[config.mk]
export PLATFORM = sky130hd
export DESIGN_NAME = decoder_itable_sequencer
export DESIGN_NICKNAME = d
export VERILOG_FILES = /design/src/rtl/decoder_itable_sequencer.sv
export SDC_FILE = /design/constraint.sdc
export NUM_CORES = 1
export LEC_CHECK = 0
export CAP_MARGIN = 20
export CORE_ASPECT_RATIO = 0.8
export CORE_MARGIN = 3
export CORE_UTILIZATION = 39
export CTS_BUF_LIST = sky130_fd_sc_hd__clkbuf_2
export DETAILED_ROUTE_END_ITERATION = 6
export GPL_ROUTABILITY_DRIVEN = 0
export HOLD_SLACK_MARGIN = 0.1
export PLACE_DENSITY = 0.83
export SLEW_MARGIN = 20
export SYNTH_ARGS = -nofsm -noshare
export SYNTH_HDL_FRONTEND = slang
export SYNTH_SLANG_ARGS = --single-unit
[constraint.sdc]
create_clock -name CLK -period 2.31 [get_ports CLK]
set_input_delay 0.462 -clock CLK [delete_from_list [all_inputs] [get_ports CLK]]
set_output_delay 0.462 -clock CLK [all_outputs]
set_load 0.1 [all_outputs]
[src/rtl/decoder_itable_sequencer.sv]
// Machine-cycle sequencer for the instruction decoders.
// A one-hot phase counter steps P2 -> PA -> PR. A two-state FETCH/EXEC FSM
// latches the opcode into IR at the end of a fetch cycle. In EXEC it
// accumulates decoder step requests into ITABLE at every P2.
module decoder_itable_sequencer (
    input  logic       CLK,
    input  logic       notRESET,
    input  logic       Stall,
    input  logic       Opcode_Valid,
    input  logic [7:0] Opcode,
    input  logic [7:0] Set_ITABLE,
    input  logic       Reset_ITABLE,
    output logic [7:0] ITABLE,
    output logic [7:0] notITABLE,
    output logic [7:0] IR,
    output logic       Phase_P2,
    output logic       Phase_PA,
    output logic       Phase_PR,
    output logic       Enable,
    output logic       Fetch_Req
);

    // The phase is encoded one-hot so each phase output is a single register bit.
    typedef enum logic [2:0] {
        PH_P2 = 3'b001,
        PH_PA = 3'b010,
        PH_PR = 3'b100
    } phase_e;

    typedef enum logic {
        ST_FETCH = 1'b0,
        ST_EXEC  = 1'b1
    } state_e;

    phase_e     phase_q, phase_d;
    state_e     state_q, state_d;
    logic [7:0] ir_q, ir_d;
    logic [7:0] itable_q, itable_d;

    // cycle_end: this edge takes PR -> P2. Stall holds PR and so blocks it.
    // step_edge: this edge takes P2 -> PA. That is the only point where decoder step lines count.
    logic cycle_end;
    logic step_edge;

    assign cycle_end = (phase_q == PH_PR) && !Stall;
    assign step_edge = (phase_q == PH_P2);

    // State register: reset aborts any cycle in flight, with no partial update.
    always_ff @(posedge CLK or negedge notRESET) begin
        if (!notRESET) begin
            phase_q  <= PH_P2;
            state_q  <= ST_FETCH;
            ir_q     <= 8'h00;
            itable_q <= 8'h00;
        end else begin
            // NOTE: non-blocking assignments make every register update from the pre-edge values.
            phase_q  <= phase_d;
            state_q  <= state_d;
            ir_q     <= ir_d;
            itable_q <= itable_d;
        end
    end

    // Next-state logic for the phase counter, the FSM and the IR/ITABLE datapath.
    always_comb begin
        // NOTE: hold values are assigned first so that no path leaves a signal unassigned, which would infer a latch.
        phase_d  = phase_q;
        state_d  = state_q;
        ir_d     = ir_q;
        itable_d = itable_q;

        case (phase_q)
            PH_P2:   phase_d = PH_PA;
            PH_PA:   phase_d = PH_PR;
            PH_PR:   phase_d = Stall ? PH_PR : PH_P2;
            default: phase_d = PH_P2;
        endcase

        case (state_q)
            ST_FETCH: begin
                if (cycle_end && Opcode_Valid) begin
                    ir_d     = Opcode;
                    itable_d = 8'h00;
                    state_d  = ST_EXEC;
                end
            end
            ST_EXEC: begin
                if (step_edge) begin
                    if (Reset_ITABLE) begin
                        // End of instruction. This takes priority over any step set in the same P2.
                        itable_d = 8'h00;
                        state_d  = ST_FETCH;
                    end else begin
                        // Steps only accumulate, so an all-ones ITABLE saturates rather than wraps.
                        itable_d = itable_q | Set_ITABLE;
                    end
                end
            end
            default: state_d = ST_FETCH;
        endcase
    end

    // Output decode: every output comes from registered state, never straight from an input.
    always_comb begin
        ITABLE    = itable_q;
        notITABLE = ~itable_q;
        IR        = ir_q;
        Phase_P2  = (phase_q == PH_P2);
        Phase_PA  = (phase_q == PH_PA);
        Phase_PR  = (phase_q == PH_PR);
        Enable    = (state_q == ST_EXEC);
        Fetch_Req = (state_q == ST_FETCH);
    end

endmodule
==> summary.txt <==
Outcome
  – Status: complete, no violations

Clock network
  – # Post-CTS Setup Buffers: 0
  – Root Buffer: clkbuf_2
  – CTS resizes: 0
  – Bufs on Longest Clock Path: 2
  – TritonCTS clock tree: built
  – Cts hold-fix bufs: 0
  – H-tree levels: 1
  – # clock sinks: 20
  – Clk_lat worst skew: 0.30 ns
  – CTS Buf Count: 3
  – Clk slew on worst S/H paths: 0.18 ns

Final layout
  – Storage element area: 502 sq um
  – Fill count: 160
  – Multi-input logic area: 340 sq um
  – Most common cell after layout, fill and taps aside: buf_4
  – Non-Filler Instances: 157
  – Proportion of layout cells with a drive suffix above 1: 36.1%
  – Most frequent cells in the layout: 29 x buf_4, 20 x clkdlybuf4s50_1, 19 x dfrtp_1
  – Final nets: 155
  – Area delta synth->final: 55.4%
  – Ant diodes: 0

Placed design
  – Dpl hpwl: 1.78 mm
  – Number of buffers added on ports: 49
  – Worst slack at placement: 0.0340 ns
  – Inst Count DP: 153

Run
  – Max Cap Violations: 0

Synthesis
  – Yosys warnings: 0
  – Seq/Total Area, Yosys: 55.3%
  – Synth unique cells: 18
  – Syn Std Cell Area: 907 sq um
  – FF+latch count, synth: 20
  – Post-synth net total: 103
  – Yosys top cell area share: 52.4%
  – Synth top area cells: dfrtp_1 52%, mux2_4 13%, a21oi_1 5.0%, o21ai_0 5.0%, inv_1 4.6%
  – Synth Area per Inst: 11.1 sq um
  – Yosys top cell by area: dfrtp_1
  – Mapped Cells: 82

Die
  – Core ar.: 0.00203 sq mm
  – Initial Util: 44.6%
  – Die W: 59.9 microns
  – DIE HEIGHT: 49.1 microns
  – Rows: 14
  – IO Count: 50
  – Die Area: 0.00294 sq mm

Timing
  – Crit share post-route: 93.2%
  – RSZ-0062 raised after global routing: no
  – Setup violators final: 0
  – Headroom to the max-slew limit: 59.7%
  – Worst Skew: 0.00219 ns
  – Period minus WS final: 2.15 ns
  – Fmax: 0.465 GHz
  – Max Transition Viols Final: 0
  – Worst Tran Pin Value: 0.602 ns
  – Hold Violations, Final: 0
  – Post-route setup TNS: 0 ns
  – Final WS setup: 0.158 ns

Critical path
  – Top Family by Delay on Critical Path: simple AND/OR/NAND/NOR gates
  – CP max-delay cell: or3b_1
  – WP buf/inv: 2
  – Cell Chain, Critical Path: or3b_1 > inv_1 > buf_12
  – CP Class: reg -> out
  – Crit-path max FO: 10
  – Max incr delay on CP: 0.52 ns
  – Critical path required time: 1.85 ns
  – CP Launch Type: register
  – Crit path arrival time: 1.69 ns
  – Setup crit end kind: primary output

Route
  – Pre-antenna DRT Iters: 3
  – Antenna-violating nets left: 0
  – Drt via density: 4.90
  – Drt total wl: 2.26 mm
  – DR iter-0 viols: 9
  – Drc violations: 0
  – Vias: 769
  – WL/cell: 14.4 microns

Global routing
  – First-pass GRT wire length: 3.64 mm
  – Vias in the first global route: 744
  – Total GRT Usage: 16.7%
  – Initial antenna violation count: 0
  – Largest net degree at the start of global routing: 14
  – Gr ovfl total: 0

Worst hold path
  – Tightest Hold Check Type: in -> async
## per-stage QoR
step | area [sq um] | hold slack [ns] | util [%]
2_1_floorplan | 917 | 0.166 | -
3_3_place_gp | 1390 | 0.497 | 68.5
3_5_place_dp | 1390 | 0.500 | 68.5
4_1_cts | 1410 | 0.498 | 69.4
5_1_grt | 1410 | 0.514 | 69.4
6_report | 1410 | 0.506 | 69.4
## synth_stat cells, drive strengths merged
cell type  number
mux2i           1
dfrtp          19
nor3b           2
or3b            2
a21o            1
mux2            8
dfstp           1
and4bb          1
clkbuf          3
o21ai           9
inv            11
and2            2
a21oi           9
nand2           9
or2             1
nor3            1
buf             2
## routing by layer
| metal | routed length (microns) | global-route usage, % | vias to the layer above |
|---|---|---|---|
| met4 | 41 | 6.64 | 0 |
| met5 | 0 | 0 | - |
| met3 | 214 | 4.23 | 5 |
| li1 | - | - | 371 |
| met1 | 894 | 21.0 | 361 |
| met2 | 1110 | 26.8 | 32 |
## flip-flops by register name, indices dropped and copies added (netlist names)
register  cells
IR            8
ITABLE        8
phase_q       3
Enable        1
## cell families (layout without fill, tap and decap cells)
kind of cell / Yosys count / in the layout / synth area share, %
AOI/OAI and AO/OA: 19 / 19 / 10.8
buffers and inverters: 16 / 67 / 8.28
DFF: 20 / 20 / 55.3
muxes: 9 / 9 / 14.3
and+or+nand+nor: 18 / 18 / 11.3
## path summary, 6_finish.rpt
kind	start	depth (start not counted)	to	slack [ns]
max	phase_q[2]	3	Phase_PR	0.16
min in group CLK	phase_q[1]	1	phase_q[1]	0.52
max in group asynchronous	notRESET	2	ITABLE[5]	1.26
min	notRESET	1	phase_q[1]	0.51
min reg2reg	phase_q[1]	1	phase_q[1]	0.52
max reg2reg	phase_q[2]	3	IR[1]	0.36
## layout make-up
class,instances,share of cell area (%)
inverter,11,2.93
clock buffer,3,1.06
clock inverter,1,0.266
multi-input combinational,46,24.1
tap,24,2.13
sequential,20,35.6
timing repair buffer,52,33.9
Power is left out: the tool's default activity adds up to more than one toggle a clock period on the data nets, which glitch-free logic cannot reach.
